## src/rtl/gba_save_pkg.sv

```systemverilog
// Shared types and constants for the EEPROM save-page flush engine.
package gba_save_pkg;
  localparam int PAGE_BYTES = 64;
  localparam int PAGES      = 128;
  localparam logic [7:0] HDR_MAGIC_DEF = 8'hA5;

  typedef enum logic [2:0] {
    ST_IDLE, ST_SCAN, ST_HDR0, ST_HDR1, ST_RD, ST_CAP, ST_SEND, ST_NEXT
  } state_t;

  // The 512-byte part only decodes block bits [5:0], so higher bits alias.
  function automatic logic [6:0] page_of(input logic [9:0] blk, input logic model);
    return model ? blk[9:3] : {4'b0, blk[5:3]};
  endfunction
endpackage

```

## src/rtl/gba_save_sync_if.sv

```systemverilog
// EEPROM RV read port plus the outgoing byte stream.
interface gba_save_sync_if;
  logic        rv_rd;
  logic [12:0] rv_addr;
  logic [7:0]  rv_rdata;
  logic        out_valid;
  logic        out_ready;
  logic [7:0]  out_data;
  logic        out_last;

  modport master (output rv_rd, rv_addr, out_valid, out_data, out_last,
                  input  rv_rdata, out_ready);
  modport slave  (input  rv_rd, rv_addr, out_valid, out_data, out_last,
                  output rv_rdata, out_ready);
endinterface

```

## src/rtl/gba_save_sync_prio_enc128.sv

```systemverilog
// Combinational lowest-set-bit finder over the dirty-page bitmap.
module prio_enc128
  import gba_save_pkg::*;
(
  input  logic [PAGES-1:0] vec,
  output logic [6:0]       index,
  output logic             found
);
  always_comb begin
    index = '0;
    for (int i = PAGES - 1; i >= 0; i--)
      if (vec[i]) index = 7'(i);
  end

  assign found = |vec;
endmodule

```

## src/rtl/gba_save_sync.sv

```systemverilog
// Tracks dirty EEPROM pages and, after a quiet period, streams each one out
// as a framed packet: magic, page index, then 64 bytes read through the RV port.
module gba_save_sync
  import gba_save_pkg::*;
#(
  parameter int         QUIET_CYCLES = 1_000_000,
  parameter logic [7:0] HDR_MAGIC    = HDR_MAGIC_DEF
) (
  input  logic                  clk,
  input  logic                  rst,
  input  logic                  written,
  input  logic [9:0]            wr_block,
  input  logic                  model,
  input  logic                  flush_now,
  gba_save_sync_if.master       bus,
  output logic                  busy,
  output logic                  dirty_any
);
  localparam int              CW       = $clog2(QUIET_CYCLES + 1);
  localparam logic [CW-1:0]   QMAX     = CW'(QUIET_CYCLES);
  localparam logic [5:0]      LAST_OFF = 6'(PAGE_BYTES - 1);

  state_t           state;
  logic [PAGES-1:0] dirty;
  logic [PAGES-1:0] set_mask, clr_mask;
  logic [CW-1:0]    quiet, quiet_nxt;
  logic [6:0]       page, pick;
  logic [5:0]       off;
  logic             found, wr_seen, go;

  prio_enc128 u_prio (.vec(dirty), .index(pick), .found(found));

  assign dirty_any = found;
  assign set_mask  = written ? (PAGES'(1) << page_of(wr_block, model)) : '0;
  assign clr_mask  = (state == ST_SCAN) ? (PAGES'(1) << pick) : '0;

  always_comb begin
    quiet_nxt = quiet;
    if (flush_now)          quiet_nxt = QMAX;
    else if (written)       quiet_nxt = '0;
    else if (quiet != QMAX) quiet_nxt = quiet + 1'b1;
  end

  // Deciding on the upcoming count lets SCAN land in the cycle saturation is reached.
  assign go = found && (quiet_nxt == QMAX);

  always_ff @(posedge clk or posedge rst) begin
    if (rst) begin
      dirty <= '0;
      quiet <= '0;
    end else begin
      // Set after clear: a write racing the SCAN of its own page keeps the bit.
      dirty <= (dirty & ~clr_mask) | set_mask;
      quiet <= quiet_nxt;
    end
  end

  always_ff @(posedge clk or posedge rst) begin
    if (rst) begin
      state         <= ST_IDLE;
      page          <= '0;
      off           <= '0;
      wr_seen       <= 1'b0;
      busy          <= 1'b0;
      bus.rv_rd     <= 1'b0;
      bus.rv_addr   <= '0;
      bus.out_valid <= 1'b0;
      bus.out_data  <= '0;
      bus.out_last  <= 1'b0;
    end else begin
      if (written) wr_seen <= 1'b1;
      case (state)
        ST_IDLE: if (go) state <= ST_SCAN;
        ST_SCAN: begin
          page          <= pick;
          off           <= '0;
          busy          <= 1'b1;
          wr_seen       <= written;
          bus.out_valid <= 1'b1;
          bus.out_data  <= HDR_MAGIC;
          state         <= ST_HDR0;
        end
        ST_HDR0: if (bus.out_ready) begin
          bus.out_data <= {1'b0, page};
          state        <= ST_HDR1;
        end
        ST_HDR1: if (bus.out_ready) begin
          bus.out_valid <= 1'b0;
          bus.rv_rd     <= 1'b1;
          bus.rv_addr   <= {page, off};
          state         <= ST_RD;
        end
        ST_RD: begin
          bus.rv_rd <= 1'b0;
          state     <= ST_CAP;
        end
        ST_CAP: begin
          bus.out_valid <= 1'b1;
          bus.out_data  <= bus.rv_rdata;
          bus.out_last  <= (off == LAST_OFF);
          state         <= ST_SEND;
        end
        ST_SEND: if (bus.out_ready) begin
          bus.out_valid <= 1'b0;
          bus.out_last  <= 1'b0;
          if (off != LAST_OFF) begin
            off         <= off + 6'd1;
            bus.rv_rd   <= 1'b1;
            bus.rv_addr <= {page, off + 6'd1};
            state       <= ST_RD;
          end else begin
            state <= ST_NEXT;
          end
        end
        ST_NEXT: begin
          // Fresh writes during the packet mean the game is active again: wait for quiet.
          if (found && !(wr_seen || written)) begin
            state <= ST_SCAN;
          end else begin
            busy  <= 1'b0;
            state <= ST_IDLE;
          end
        end
        default: state <= ST_IDLE;
      endcase
    end
  end
endmodule

```

## src/flat_wrapper.sv

```systemverilog
// flat-port wrapper written by rule: the top's interface ports become plain ports
module gba_save_sync_flat import gba_save_pkg::*;
#(
  parameter int         QUIET_CYCLES = 1_000_000,
  parameter logic [7:0] HDR_MAGIC    = HDR_MAGIC_DEF
)
  (clk, rst, written, wr_block, model, flush_now, busy, dirty_any, bus_rv_rd, bus_rv_addr, bus_out_valid, bus_out_data, bus_out_last, bus_rv_rdata, bus_out_ready);
  gba_save_sync_if bus_i ();
  input  logic clk;
  input  logic rst;
  input  logic written;
  input  logic [9:0] wr_block;
  input  logic model;
  input  logic flush_now;
  output logic busy;
  output logic dirty_any;
  output wire logic [$bits(bus_i.rv_rd)-1:0] bus_rv_rd;
  output wire logic [$bits(bus_i.rv_addr)-1:0] bus_rv_addr;
  output wire logic [$bits(bus_i.out_valid)-1:0] bus_out_valid;
  output wire logic [$bits(bus_i.out_data)-1:0] bus_out_data;
  output wire logic [$bits(bus_i.out_last)-1:0] bus_out_last;
  input wire logic [$bits(bus_i.rv_rdata)-1:0] bus_rv_rdata;
  input wire logic [$bits(bus_i.out_ready)-1:0] bus_out_ready;
  assign bus_rv_rd = bus_i.rv_rd;
  assign bus_rv_addr = bus_i.rv_addr;
  assign bus_out_valid = bus_i.out_valid;
  assign bus_out_data = bus_i.out_data;
  assign bus_out_last = bus_i.out_last;
  assign bus_i.rv_rdata = bus_rv_rdata;
  assign bus_i.out_ready = bus_out_ready;
  gba_save_sync #(.QUIET_CYCLES(QUIET_CYCLES), .HDR_MAGIC(HDR_MAGIC)) u_core (.clk(clk), .rst(rst), .written(written), .wr_block(wr_block), .model(model), .flush_now(flush_now), .bus(bus_i), .busy(busy), .dirty_any(dirty_any));
endmodule
```

## config.mk

```make
export PLATFORM = sky130hd
export DESIGN_NAME = gba_save_sync_flat
export DESIGN_NICKNAME = d
export VERILOG_FILES = /design/src/rtl/gba_save_pkg.sv /design/src/rtl/gba_save_sync_if.sv /design/src/rtl/gba_save_sync_prio_enc128.sv /design/src/rtl/gba_save_sync.sv /design/src/flat_wrapper.sv
export SDC_FILE = /design/constraint.sdc
export NUM_CORES = 1
export LEC_CHECK = 0
export ABC_AREA = 1
export BUFFER_PORTS_ARGS = -buffer_cell sky130_fd_sc_hd__buf_2
export CORE_UTILIZATION = 41
export DETAILED_ROUTE_END_ITERATION = 7
export GPL_TIMING_DRIVEN = 0
export HOLD_SLACK_MARGIN = 0.08
export SETUP_SLACK_MARGIN = 0.5
export SLEW_MARGIN = 20
export SYNTH_ARGS = -nofsm -noshare
export SYNTH_HDL_FRONTEND = slang
export SYNTH_SLANG_ARGS = --single-unit
export TNS_END_PERCENT = 1
```

## constraint.sdc

```tcl
create_clock -name clk -period 7.96 [get_ports clk]
set_input_delay 0.796 -clock clk [delete_from_list [all_inputs] [get_ports clk]]
set_output_delay 0.796 -clock clk [all_outputs]
set_load 0.02 [all_outputs]
```

# Yosys cells after proc, flatten, opt, wreduce, memory -nomap -nowiden
# Cells that the tools add are included.
[word_totals]
ff_bits = 190
inputBits = 24
[op_classes]
add_sub_neg = 2
reduce_logical = 24
n_shift = 2
bitwise = 3
eq_ne = 18
mux = 161
[op_table]
columns = ["cell", "count"]
rows = [
  ["7-bit 2-to-1 mux", 129],
  ["128-bit 2-to-1 mux", 2],
  ["1-bit by 7-bit left shift with 128-bit output, first input constant", 2],
  ["128-bit AND", 1],
  ["128-bit inverter", 1],
  ["128-bit bitwise OR", 1],
  ["128-bit OR reduction", 1],
  ["20-bit 2-to-1 mux", 3],
  ["13-bit 2-to-1 mux", 3],
  ["13-bit case mux with 2 select lines", 1],
  ["3-bit case mux with 8 select lines", 1],
  ["8-bit case mux with 3 select lines", 1],
  ["20-bit by 1-bit adder with 20-bit output, second input constant", 1],
  ["20-bit equality test, second input constant", 1],
  ["20-bit != test, second input constant", 1],
  ["3-bit equality test, second input constant", 4],
  ["3-bit 2-to-1 mux", 4],
  ["6-bit 2-to-1 mux", 2],
  ["6-bit case mux with 2 select lines", 1],
  ["4-bit AND reduction", 3],
  ["2-bit nonzero test", 6],
  ["1-bit 2-to-1 mux", 8],
  ["8-bit 2-to-1 mux", 1],
  ["2-bit != test, second input constant", 4],
  ["other kinds (17)", 28],
]

# Depth between registers and ports, before layout
[logic_depth]
ltp_word = 133
ltp_mapped = 133
mapped_depth_nobuf = 133

# Hierarchy
# Synthesis repeated with hierarchy kept, for this count alone.
[unflattened]
hier_cells = 1594
hier_area_um2 = 11040.6
[by_module_without_submodules]
columns = ["mod", "area_per_inst_um2", "cells_each", "n_inst", "seq_area_each_um2"]
rows = [
  ["gba_save_sync", 9072.5, 1116, 1, 4754.6],
  ["prio_enc128", 1968.1, 478, 1, 0.0],
]

# Worst setup path after synthesis
# Ideal clock, no wire load.
[synth_path]
path_kind = "register to register"
start = "reg u_core.dirty[126]"
end = "reg u_core.dirty[11]"
t_arrival_ns = 6.312
required_time_ns = 7.839
setup_time_ns = 0.121
path_slack_ns = 1.527
synth_period_minus_slack_ns = 6.433
stages_incl_launch_ff = 130
n_path_buf = 0
cell_sequence = "dfrtp_1 -> inv_1 -> nand2_1 -> nand2_1 -> nand2_1 -> nand2_1 -> nand2_1 -> nand2_1 -> nand2_1 -> nand2_1 -> nand2_1 -> nand2_1 -> nand2_1 -> nand2_1 -> nand2_1 -> nand2_1 -> nand2_1 -> nand2_1 -> [... 94 more ...] -> nand2_1 -> nand2_1 -> nand2_1 -> nand2_1 -> nand2_1 -> nand2_1 -> nand2_1 -> nand2_1 -> nand2_1 -> nand2_1 -> nand2_1 -> nand2_1 -> nand2_1 -> nand2_2 -> nand4_1 -> nor2_4 -> nand4_1 -> a22o_1"
[synth_via]
elab_chain_len = 132
[synth_lines]
columns = ["item", "line", "rtl"]
rows = [
  ["start, declared", "gba_save_sync.sv:24", "logic [PAGES-1:0] dirty;"],
  ["start signal, assigned", "gba_save_sync.sv:53", "dirty <= (dirty & ~clr_mask) | set_mask;"],
  ["7-bit 2-to-1 mux (127 in series)", "gba_save_sync_prio_enc128.sv:12", "if (vec[i]) index = 7'(i);"],
  ["1-bit by 7-bit left shift with 128-bit output", "gba_save_sync.sv:35", "assign clr_mask = (state == ST_SCAN) ? (PAGES'(1) << pick) : '0;"],
  ["128-bit 2-to-1 mux", "gba_save_sync.sv:35", ""],
  ["128-bit inverter", "gba_save_sync.sv:53", ""],
  ["128-bit AND", "gba_save_sync.sv:53", ""],
  ["128-bit bitwise OR", "gba_save_sync.sv:53", ""],
]
# Every way passes these cells.
# A chain may end at the register's enable or synchronous reset.

# Worst setup path after layout
[layout_path]
start = "reg u_core.dirty[127]"
end = "reg u_core.dirty[90]"
[layout_via]
elab_chain_len = 133
[layout_lines]
columns = ["item", "line"]
rows = [
  ["7-bit 2-to-1 mux (128 in series)", "gba_save_sync_prio_enc128.sv:12"],
  ["1-bit by 7-bit left shift with 128-bit output", "gba_save_sync.sv:35"],
  ["128-bit 2-to-1 mux", "gba_save_sync.sv:35"],
  ["128-bit inverter", "gba_save_sync.sv:53"],
  ["128-bit AND", "gba_save_sync.sv:53"],
  ["128-bit bitwise OR", "gba_save_sync.sv:53"],
]
# Every way passes these cells.

==> impl_metrics.py <==
metrics = {
    "yosys": {
        "yosysTopAreaCellShare_pct": 42.3,
        "syn_inst": 1653,
        "synthesis.area_mm2": 0.0112,
        "synth_top_family_by_area": "simple AND/OR/NAND/NOR gates",
        "synth_fa_ha_area_share_pct": 0.445,
        "synth-seq-cells": 190,
        "synth_top_cell_by_area": "dfrtp_1",
        "muxShareOfSynthArea_pct": 0,
        "syn_area_per_cell_um2": 6.80,
        "synth_compound_area_share_pct": 7.56,
        "synth_warnings": 0,
        "yosys.area_share.simple_pct": 39.9,
        "synth-xor-area-share_pct": 0.546,
        "synth_nets": 1681,
        "yosysSeqAreaShare_pct": 42.3,
        "ys_types": 33,
        "synthTopCellsByArea": "dfrtp_1, nand2_1, nor2_1, nand4_1, inv_1",
    },
    "drt": {
        "drt-total-wl_mm": 41.7,
        "num_vias": 11337,
        "wl_per_cell_um": 19.9,
        "drt-vias-per-instance": 5.42,
        "drc": 0,
        "antenna_left": 0,
        "first_pass_iters": 6,
        "drt_iter0_markers": 1133,
    },
    "timing": {
        "fmax_mhz": 126,
        "hold_slack_ns": 0.314,
        "slew_headroom_pct": 22.2,
        "hold_violations": 0,
        "post-route-min-period_ns": 7.91,
        "setup_viol": 0,
        "fin_ws_ns": 0.0541,
        "fin_worst_skew_ns": 0.0214,
        "rsz0062_at_grt": "true",
        "maxSlewViolCount": 0,
        "tightest_slew_ns": 1.16,
        "period_share_pct": 99.3,
    },
    "finish": {
        "utilization_pct": 48.6,
        "area_delta_synth_final_pct": 16.6,
        "fin_cells": 2091,
        "nets": 1764,
        "fillCellCount": 2689,
        "drive_gt1_share_pct": 9.26,
    },
    "setup_path": {
        "cp.arrival_ns": 8.26,
        "cpMaxStageDelayCell": "dfrtp_2",
        "slowest_delay_ns": 0.45,
        "required_ns": 8.32,
        "critPathTopFamily": "simple AND/OR/NAND/NOR gates",
        "crit_fanout": 8,
        "path_class": "reg -> reg",
        "end_kind": "flop",
        "crit_cells": 130,
        "critPathBufInv": 0,
        "reg2reg_depth": 130,
        "crit_top_cell": "nand2_1",
        "critPathLaunchType": "flop",
    },
    "placement": {
        "portBuffers": 42,
        "gp_congestion": 1.02,
        "place_ws_ns": -0.362,
        "numPlacedInstances": 2038,
        "dp_hpwl_mm": 31.3,
    },
    "run": {
        "maxCapViolCount": 0,
    },
    "floorplanning": {
        "die_y_um": 168,
        "rows": 60,
        "core_area_mm2": 0.0270,
        "die_area_mm2": 0.0281,
        "io_pins": 50,
        "die-width_um": 168,
        "initial_core_util_pct": 41.7,
    },
    "clock_network": {
        "cts.sinks": 190,
        "clock_path_buffers": 2,
        "cts-buffers-inserted": 17,
        "cts_hold_buf": 0,
        "htreeDepth": 4,
        "cts_tree": "done",
        "path_clk_slew_ns": 0.09,
        "insertion_delay_ns": 0.46,
        "root_buffer": "clkbuf_16",
    },
    "power": {
        "finalPower_mw": 3.06,
        "p_per_area_mw_per_mm2": 234,
        "ir_drop_mv": 0.144,
        "p_leak_nw": 6.15,
    },
    "global_routing": {
        "grt_pass1_wl_mm": 63.9,
        "grt_overflow": 0,
        "grt_max_degree": 84,
        "grt_pass1_vias": 10984,
        "antenna_found_initial": 1,
        "grt_usage_pct": 30.6,
    },
    "outcome": {
        "status": "complete, no violations",
    },
    "hold_path": {
        "worstHoldPathType": "in -> async",
    },
}
==> flip-flops by register name, indices dropped and copies added, names as in the netlist, 3 cells and up <==
name                 flops
u_core.page              7
u_core.quiet            20
u_core.bus.rv_addr      13
u_core.state             3
u_core.dirty           128
u_core.off               6
u_core.bus.out_data      8
==> metrics by stage <==
| step | instance area [um2] | setup TNS, ns |
|---|---|---|
| finish | 13100 | 0 |
| global route | 13100 | -136.25 |
| CTS | 12900 | 0 |
| detailed placement | 11900 | -11.89 |
| global placement | 11900 | -109.96 |
| floorplan | 11200 | 0 |
==> cell usage after synthesis, drive strengths merged <==
cell type / n
a2111oi: 1
a21oi: 25
a22o: 32
a311oi: 2
a31oi: 12
a32o: 1
buf: 14
clkbuf: 52
clkinv: 5
dfrtp: 190
ha: 4
inv: 206
nand2: 604
nand3: 49
nand4: 129
nor2: 234
nor3: 9
nor4: 15
o211ai: 1
o21ai: 51
o21bai: 3
o22ai: 4
o31ai: 3
xnor2: 2
xor2: 5
==> routing by layer <==
layer / global-route usage (%) / share of wire, % / vias up
met4: 17.5 / 4.9 / 0
met3: 6.71 / 7.7 / 98
met2: 46.9 / 44 / 457
met5: 0 / 0 / -
li1: - / - / 5458
met1: 39.9 / 43 / 5324
==> final timing paths <==
path | start | endpoint | slack (ns)
max | u_core.dirty[127]$_DFF_PP0_ | u_core.dirty[90]$_DFF_PP0_ | 0.05
min | rst | u_core.bus.out_data[5]$_DFFE_PP0P_ | 0.31
max reg2reg | u_core.dirty[127]$_DFF_PP0_ | u_core.dirty[90]$_DFF_PP0_ | 0.05
min reg2reg | u_core.bus.rv_addr[11]$_DFFE_PP0P_ | u_core.bus.rv_addr[11]$_DFFE_PP0P_ | 0.48
max in group asynchronous | rst | u_core.dirty[41]$_DFF_PP0_ | 6.56
min in group clk | u_core.bus.rv_addr[11]$_DFFE_PP0P_ | u_core.bus.rv_addr[11]$_DFFE_PP0P_ | 0.48
==> logic make-up (layout without fill, tap and decap cells) <==
kind of cell | after synthesis | count (layout)
AOI/OAI and AO/OA | 135 | 135
xor gates and xnor gates | 7 | 7
adders and majority gates | 4 | 4
buffers and inverters | 277 | 373
DFF | 190 | 190
other | 0 | 1
and+or+nand+nor | 1040 | 1040
==> where the power goes <==
part	switching [mW]	internal (mW)	total (mW)
combinational	0.686	0.310	0.996
sequential	0.0914	1.08	1.17
clock	0.444	0.445	0.889
total	1.22	1.84	3.06
==> timing repair <==
action	in CTS	in global routing
endpoints found under the setup margin	129	129
buffers inserted	14	6
gates resized for setup	49	16
pin swaps	94	66
==> final cells by class <==
class,count,area [um2],share of cell area (%)
flip-flops and latches,190,4760,36.3
diodes,1,2.50,0.0191
repair buffers,64,572,4.36
clock inverters,14,148,1.13
plain buffers,66,249,1.90
multi-input cells,1186,5710,43.6
clock buffers,18,429,3.28
inverters,211,810,6.18
well taps,341,427,3.26
==> placed cells by master (no fill, tap or decap), types with 5 or more instances in the layout <==
| cell | synthesis | routed |
|---|---|---|
| a21oi_1 | 25 | 23 |
| a22o_1 | 32 | 32 |
| a31oi_1 | 12 | 12 |
| buf_1 | 13 | 13 |
| buf_12 | 0 | 11 |
| buf_2 | 1 | 43 |
| buf_6 | 0 | 5 |
| clkbuf_1 | 52 | 53 |
| clkbuf_16 | 0 | 17 |
| clkinv_1 | 5 | 5 |
| dfrtp_1 | 190 | 189 |
| inv_1 | 206 | 203 |
| inv_6 | 0 | 6 |
| inv_8 | 0 | 5 |
| nand2_1 | 600 | 593 |
| nand2_2 | 1 | 7 |
| nand3_1 | 47 | 33 |
| nand3_2 | 2 | 13 |
| nand4_1 | 127 | 127 |
| nor2_1 | 218 | 215 |
| nor2_4 | 8 | 18 |
| nor3_1 | 9 | 9 |
| nor4_1 | 15 | 8 |
| o21ai_0 | 43 | 42 |
| o21ai_2 | 0 | 5 |
| xor2_1 | 5 | 5 |
Note: power is estimated with default switching activity, not from simulation.
